### src/rtl/vga_scanline_buffer.sv
// rtl/vga_scanline_buffer.sv - 2x-scaled 256x192 VDP window over 640x480 VGA from a ping-pong line buffer (optional SCANLINE_EN)
module vga_scanline_buffer #(
    parameter int H_OFFSET = 64,
    parameter int V_OFFSET = 48
) (
    input  logic        clk,
    input  logic        reset_n,
    input  logic [9:0]  pixel_column,
    input  logic [9:0]  pixel_row,
    input  logic        video_on,
    input  logic        horiz_sync,
    input  logic        vert_sync,
    input  logic [3:0]  backdrop,
    input  logic        wr_en,
    input  logic [8:0]  wr_addr,
    input  logic [3:0]  wr_data,
    output logic        line_req,
    output logic [7:0]  req_line,
    output logic [11:0] rgb,
    output logic        hsync_o,
    output logic        vsync_o,
    output logic        video_on_o
);

    localparam logic [9:0] H_LO   = 10'(H_OFFSET);
    localparam logic [9:0] H_HI   = 10'(H_OFFSET + 511);
    localparam logic [9:0] V_LO   = 10'(V_OFFSET);
    localparam logic [9:0] V_HI   = 10'(V_OFFSET + 383);
    localparam bit         PRE_EN = (V_OFFSET >= 2);
    localparam logic [9:0] V_PRE  = PRE_EN ? 10'(V_OFFSET - 2) : 10'd0;

    // stage 1: registered timing inputs
    logic [9:0] col1, row1;
    logic       von1, hs1, vs1;
    logic [3:0] bd1;

    // stage 2: RAM read data and aligned controls
    logic [3:0] rd_data, bd2;
    logic       in_win2, von2, hs2, vs2, odd2;

    logic [9:0] dx, dy;
    logic [7:0] sx1, sl1;
    logic       in_win1;
    logic       req_hit;
    logic [7:0] req_val;
    logic [3:0] pal_idx;
    logic [11:0] pix_rgb;

    logic [3:0] line_ram [0:511];

    always_comb begin
        dx      = col1 - H_LO;
        dy      = row1 - V_LO;
        sx1     = 8'(dx >> 1);
        sl1     = 8'(dy >> 1);
        in_win1 = von1 && (col1 >= H_LO) && (col1 <= H_HI)
                       && (row1 >= V_LO) && (row1 <= V_HI);
    end

    // source line n+1 is requested on the first display row of source line n
    always_comb begin
        req_hit = 1'b0;
        req_val = 8'd0;
        if (col1 == 10'd0) begin
            if (PRE_EN && row1 == V_PRE) begin
                req_hit = 1'b1;
                req_val = 8'd0;
            end else if (row1 >= V_LO && !dy[0] && dy < 10'd382) begin
                req_hit = 1'b1;
                req_val = sl1 + 8'd1;
            end
        end
    end

    function automatic logic [11:0] palette(input logic [3:0] idx);
        case (idx)
            4'h0: palette = 12'h000;
            4'h1: palette = 12'h000;
            4'h2: palette = 12'h2C3;
            4'h3: palette = 12'h5D6;
            4'h4: palette = 12'h22E;
            4'h5: palette = 12'h45F;
            4'h6: palette = 12'hB44;
            4'h7: palette = 12'h4DF;
            4'h8: palette = 12'hF44;
            4'h9: palette = 12'hF77;
            4'hA: palette = 12'hDC4;
            4'hB: palette = 12'hED8;
            4'hC: palette = 12'h2B2;
            4'hD: palette = 12'hC5B;
            4'hE: palette = 12'hCCC;
            default: palette = 12'hFFF;
        endcase
    endfunction

    always_comb begin
        pal_idx = (in_win2 && rd_data != 4'd0) ? rd_data : bd2;
        pix_rgb = palette(pal_idx);
`ifdef SCANLINE_EN
        if (in_win2 && odd2)
            pix_rgb = {1'b0, pix_rgb[11:9], 1'b0, pix_rgb[7:5], 1'b0, pix_rgb[3:1]};
`endif
    end

    // write port is free-running; RAM contents survive reset
    always_ff @(posedge clk) begin
        if (wr_en)
            line_ram[wr_addr] <= wr_data;
    end

    always_ff @(posedge clk or negedge reset_n) begin
        if (!reset_n) begin
            col1       <= '0;
            row1       <= '0;
            von1       <= 1'b0;
            hs1        <= 1'b1;
            vs1        <= 1'b1;
            bd1        <= '0;
            rd_data    <= '0;
            bd2        <= '0;
            in_win2    <= 1'b0;
            von2       <= 1'b0;
            hs2        <= 1'b1;
            vs2        <= 1'b1;
            odd2       <= 1'b0;
            rgb        <= '0;
            hsync_o    <= 1'b1;
            vsync_o    <= 1'b1;
            video_on_o <= 1'b0;
            line_req   <= 1'b0;
            req_line   <= '0;
        end else begin
            col1       <= pixel_column;
            row1       <= pixel_row;
            von1       <= video_on;
            hs1        <= horiz_sync;
            vs1        <= vert_sync;
            bd1        <= backdrop;

            rd_data    <= line_ram[{sl1[0], sx1}];
            bd2        <= bd1;
            in_win2    <= in_win1;
            von2       <= von1;
            hs2        <= hs1;
            vs2        <= vs1;
            odd2       <= dy[0];

            rgb        <= von2 ? pix_rgb : 12'h000;
            hsync_o    <= hs2;
            vsync_o    <= vs2;
            video_on_o <= von2;

            line_req   <= req_hit;
            if (req_hit)
                req_line <= req_val;
        end
    end

endmodule

### config.mk
export PLATFORM = sky130hd
export DESIGN_NAME = vga_scanline_buffer
export DESIGN_NICKNAME = d
export VERILOG_FILES = /design/src/rtl/vga_scanline_buffer.sv
export SDC_FILE = /design/constraint.sdc
export NUM_CORES = 2
export LEC_CHECK = 0
export CAP_MARGIN = 25
export CORE_UTILIZATION = 30
export CTS_CLUSTER_SIZE = 30
export DETAILED_ROUTE_END_ITERATION = 12
export MAX_ROUTING_LAYER = met4
export PLACE_DENSITY = 0.43
export SETUP_SLACK_MARGIN = 0.1
export SLEW_MARGIN = 15
export SYNTH_ARGS = -nofsm -noshare
export SYNTH_HDL_FRONTEND = slang
export SYNTH_SLANG_ARGS = --single-unit
export TNS_END_PERCENT = 50
### constraint.sdc
create_clock -name clk -period 2.95 [get_ports clk]
set_input_delay 0.295 -clock clk [delete_from_list [all_inputs] [get_ports clk]]
set_output_delay 0.295 -clock clk [all_outputs]
set_load 0.01 [all_outputs]
## After elaboration in Yosys (flattened, before gate mapping)

Memories as Yosys holds them, arrays and structs flattened. A register that Yosys moved wholly into a read port is not among the register bits.
Index checks and enable logic that the tools add are counted.

| word-level totals | value |
|---|---|
| register bits | 59 |
| latch bits | 0 |
| bits in writable memories | 2048 |
| ROM bits | 192 |
| input port bits | 43 |
| output and inout bits | 24 |
| word-level logic and storage cells | 49 |
| memories | 2 |

| cells by class | value |
|---|---|
| add/sub/neg operators | 3 |
| multipliers | 0 |
| div/mod/pow operators | 0 |
| order comparisons | 5 |
| equal/unequal tests | 1 |
| shift-type cells | 0 |
| muxes and demuxes | 10 |
| bitwise operators | 0 |
| reduce and logical (&&, ||, !) cells | 11 |

Memory list:

| name | depth | width | read ports | clocked after Yosys merged registers in | wr ports | RTL line | source |
|---|---|---|---|---|---|---|---|
| line_ram | 512 | 4 | 1 | 1 | 1 | 49 | `logic [3:0] line_ram [0:511];` |
| (no name shown) | 16 | 12 | 1 | 0 | 0 | 76 | `case (idx)` |

Operators with widths:

| kind | count |
|---|---|
| 8-bit 2-to-1 mux | 3 |
| 12-bit 2-to-1 mux | 1 |
| 10-bit by 6-bit == test with 1-bit output (second input constant) | 1 |
| 10-bit by 6-bit >= comparator with 1-bit output (second input constant) | 1 |
| 10-bit by 7-bit >= comparator with 1-bit output (second input constant) | 1 |
| 10-bit <= comparator (second input constant) | 1 |
| 10-bit by 9-bit <= comparator with 1-bit output (second input constant) | 1 |
| 10-bit zero test | 1 |
| 10-bit by 9-bit less-than comparator with 1-bit output (second input constant) | 1 |
| 10-bit by 6-bit subtractor with 10-bit output (second input constant) | 1 |
| 9-bit by 7-bit subtractor with 9-bit output (second input constant) | 1 |
| 8-bit by 1-bit adder with 8-bit output (second input constant) | 1 |
| 1-bit logical AND | 7 |
| 1-bit 2-to-1 mux | 5 |
| 4-bit 2-to-1 mux | 1 |
| 4-bit nonzero test | 1 |
| 1-bit zero test | 2 |

## Longest topological paths before layout

| depth | value |
|---|---|
| depth in word-level cells | 7 |
| mapped depth | 13 |
| mapped depth without buffers | 9 |

## Worst setup path after synthesis

Ideal clock, no wire load.

| timing path | value |
|---|---|
| path type | reg-to-reg |
| start | reg col1[1] |
| end | reg rd_data[3], read port of line_ram |
| setup time | 128 ps |
| arrival | 2479 ps |
| data required time | 2822 ps |
| path slack | 343 ps |
| cell stages (with the launch flop) | 10 |
| buffers on the path | 3 |
| clock period less this slack | 2607 ps |
| cell sequence | dfrtp_1 buf_6 buf_12 buf_2 mux4_2 mux4_2 a2111oi_0 nor2_1 o211ai_1 a211oi_1 |

| on the way | value |
|---|---|
| cells in the longest elaborated chain, start to end | 1 |

RTL lines:

| item | RTL line | source |
|---|---|---|
| start, declared | 33 | `logic [9:0] col1, row1;` |
| start signal, assigned | 133 | `col1 <= pixel_column;` |
| 9-bit by 7-bit subtractor with 9-bit output | 52 | `dx = col1 - H_LO;` |
| end, declared | 38 | `logic [3:0] rd_data, bd2;` |

No other way between the ends.
A chain may end at the register's enable or synchronous reset.

## Worst setup path after layout

| timing path | value |
|---|---|
| start | reg col1[1] |
| end | reg rd_data[1], read port of line_ram |

Same word-level chain as after synthesis.

==> out/metrics.yaml <==
run_status:
  outcome: "finished with violations"
  violations: "setup timing"
critical_path:
  cp_data_arrival_time_ns: 3.99
  criticalPathCategory: "reg2reg"
  worstPathRequired_ns: 3.72
  cp-end-kind: "register"
  cp-start-kind: "register"
  cp_max_fo: 5
yosys:
  synth-main-ff-cell: "edfxtp_1"
  ys_seq_elements: 2111
  synth_commonest_cells: "edfxtp_1 (2,048), nor2_1 (557), mux4_2 (493)"
  ys_seq_area_share_pct: 75.3
  synth_most_common_cell: "edfxtp_1"
  synth_async_sr_flop_share_pct: 2.98
  yosysTopAreaCell: "edfxtp_1"
  syn_area_per_cell_um2: 19.7
  synth_area_leaders: "edfxtp_1 (73%), mux4_2 (13%), nor2_1 (2.5%)"
  synth_top_area_share_pct: 73.4
  netlist_area_mm2: 0.0838
  synth_cell_type_count: 75
  syn-instance-count: 4252
  synth_edf_count: 2048
  synthesis.nets: 4310
  yosys_warnings: 0
placement:
  dp_hpwl_um: 171000
  post_dp_cell_area_mm2: 0.0933
  port_buffers: 66
  dp_cells: 8311
  place_congestion: 0.828
layout:
  fin_cells: 8790
  multi_input_area_mm2: 0.0194
  area_growth_pct: 21.4
  nets: 4945
  drive_gt1_share_pct: 29.8
  n_fill_cell: 25600
  final_cell_area_mm2: 0.102
  ff_latch_area_mm2: 0.0631
timing:
  rsz0062_at_grt: "yes"
  layout_worst_path_cycle_share_pct: 109
  slew_violations: 0
  fin_skew_ns: 0.0469
  fmax_mhz: 310
  relSlewSlack_pct: 53.2
  fin_hold_ws_ns: 0.0954
  setup_viol: 4
  hold_viol_final: 0
  fin_crit_ns: 3.22
  setup_slack_ns: -0.273
  worst_slew_pin_slew_ns: 0.702
power_and_ir_drop:
  power_density_mw_per_mm2: 647
  peakVddDrop_uv: 661
  power.leakage_nw: 32.6
route:
  firstDrtPassIters: 5
  viasPerCell: 5.01
  vias: 44000
  drt_iter0_drc: 4400
  post_drt_wl_per_cell_um: 29.9
  routed_wl_um: 263000
  drc: 0
  antenna_left: 0
clock_tree:
  cts_sinks: 2111
  cts_root_buf: "clkbuf_16"
  cts_max_level: 4
  insertion_delay_ns: 0.90
  cts_buffers: 223
  cts_tree: "yes"
  clockBufferDepth: 3
  path_clk_slew_ns: 0.07
die:
  core-area_mm2: 0.277
  die_h_um: 530
  fp-row-count: 193
  top_level_ports: 67
  initial_utilization_pct: 30.2
  die_w_um: 530
  dieArea_mm2: 0.281
grt:
  grt_overflow: 0
  grt-busiest-layer: "met2"
  grt_util_all_layers_pct: 19.3
  antenna_found_initial: 10
  grt_max_degree: 106
  grt_util_met1_pct: 26.2
  use_met2_pct: 30.6
  met3_usage_pct: 2.79
  grt_pass1_vias: 45600
  grt_pass1_wl_um: 369000
run:
  cap_violations: 0
worst_hold_path:
  holdCritPathClass: "in2reg"
## cells in the final DEF (no fill, tap or decap), drive strengths merged, types with 13 or more instances in the layout
cell              n
nand2           143
a221oi           13
bufinv           23
nand3            33
o22ai            43
mux2i           169
nor2            557
o221ai           30
clkinv          103
mux4            498
a22oi            38
nor2b            16
inv              19
clkbuf          278
dlygate4sd3      31
a21oi            46
nor3             26
dfrtp            57
a31oi            19
clkdlybuf4s50    61
o21ai            26
clkinvlp         13
buf             594
edfxtp         2048
ha               15
## metal layers
metal  vias to the layer above  wire length [µm]
li1                      18600                 -
met1                     23800            118000
met2                      1297            126000
met3                       334             13300
met4                         0              5720
met5                         -                 0
## sequential cells by signal (all words and copies together), names as in the netlist, 4 cells and up
signal / flops
rgb: 12
row1: 10
col1: 10
bd1: 4
req_line: 8
bd2: 4
rd_data: 4
line_ram: 2048
## final timing paths
kind	from	endpoint	slack, ns	cells after the start
worst min-delay path	pixel_column[3]	col1[3]	0.1	1
worst min register to register	bd1[0]	bd2[0]	0.35	0
min in group asynchronous	reset_n	req_line[3]	0.44	3
max in group asynchronous	reset_n	vsync_o	1.88	4
worst max register to register	col1[1]	rd_data[1]	-0.27	10
worst max-delay path	col1[1]	rd_data[1]	-0.27	10
## critical path, cell delays in order, from the launching register on
cell      delay, ns
dfrtp_4        0.44
buf_12         0.17
buf_12         0.14
buf_16         0.13
mux4_2         0.48
mux4_2         0.51
mux4_2         0.58
nand2_4        0.14
nor4b_4        0.26
buf_4          0.17
a211oi_1       0.05
## cell families after synthesis
kind of cell               after synthesis  share of synthesized area [%]
xor gates and xnor gates                 8                         0.0836
adders and majority gates               15                          0.224
DFF                                   2111                           75.3
buffers and inverters                  296                           2.09
muxes                                  676                           15.6
AOI/OAI and AO/OA                      300                           2.56
and+or+nand+nor                        846                           4.18
## metrics by stage
stage          setup slack [ns]  util, %  setup TNS [ns]  power, mW
6_report                 -0.273     36.7           -1.00       65.8
5_1_grt                  -0.358     36.7           -1.31       67.5
4_1_cts                  -0.288     36.6           -1.02       66.4
3_5_place_dp             -0.911     33.7           -3.94       37.9
3_3_place_gp              -1.01     33.7           -4.05       37.9
2_1_floorplan             0.343        -               0       35.5
## layout make-up
cell class	instances	area share (%)
Clock buffer	278	5.75
Tap cell	3705	4.56
Multi-Input combinational cell	1845	19.1
Clock inverter	142	1.45
Timing Repair Buffer	690	7.04
Antenna cell	3	0.00738
Inverter	16	0.0664
Sequential cell	2111	62.0
## timing repair
| action | in CTS | in global routing |
|---|---|---|
| endpoints found under the hold margin | 295 | 36 |
| pin swaps | 11 | 6 |
| hold buffers | 30 | 1 |
| setup buffers | 9 | 9 |
| gates cloned | 6 | 0 |
| setup endpoints to repair | 13 | 11 |
| gates resized for setup | 63 | 23 |
## report_power, final
part           internal (mW)  switching, mW
sequential              33.0         0.0917
clock                   16.1           12.2
combinational           1.77           2.65
Note: power is estimated with default switching activity, not from simulation.
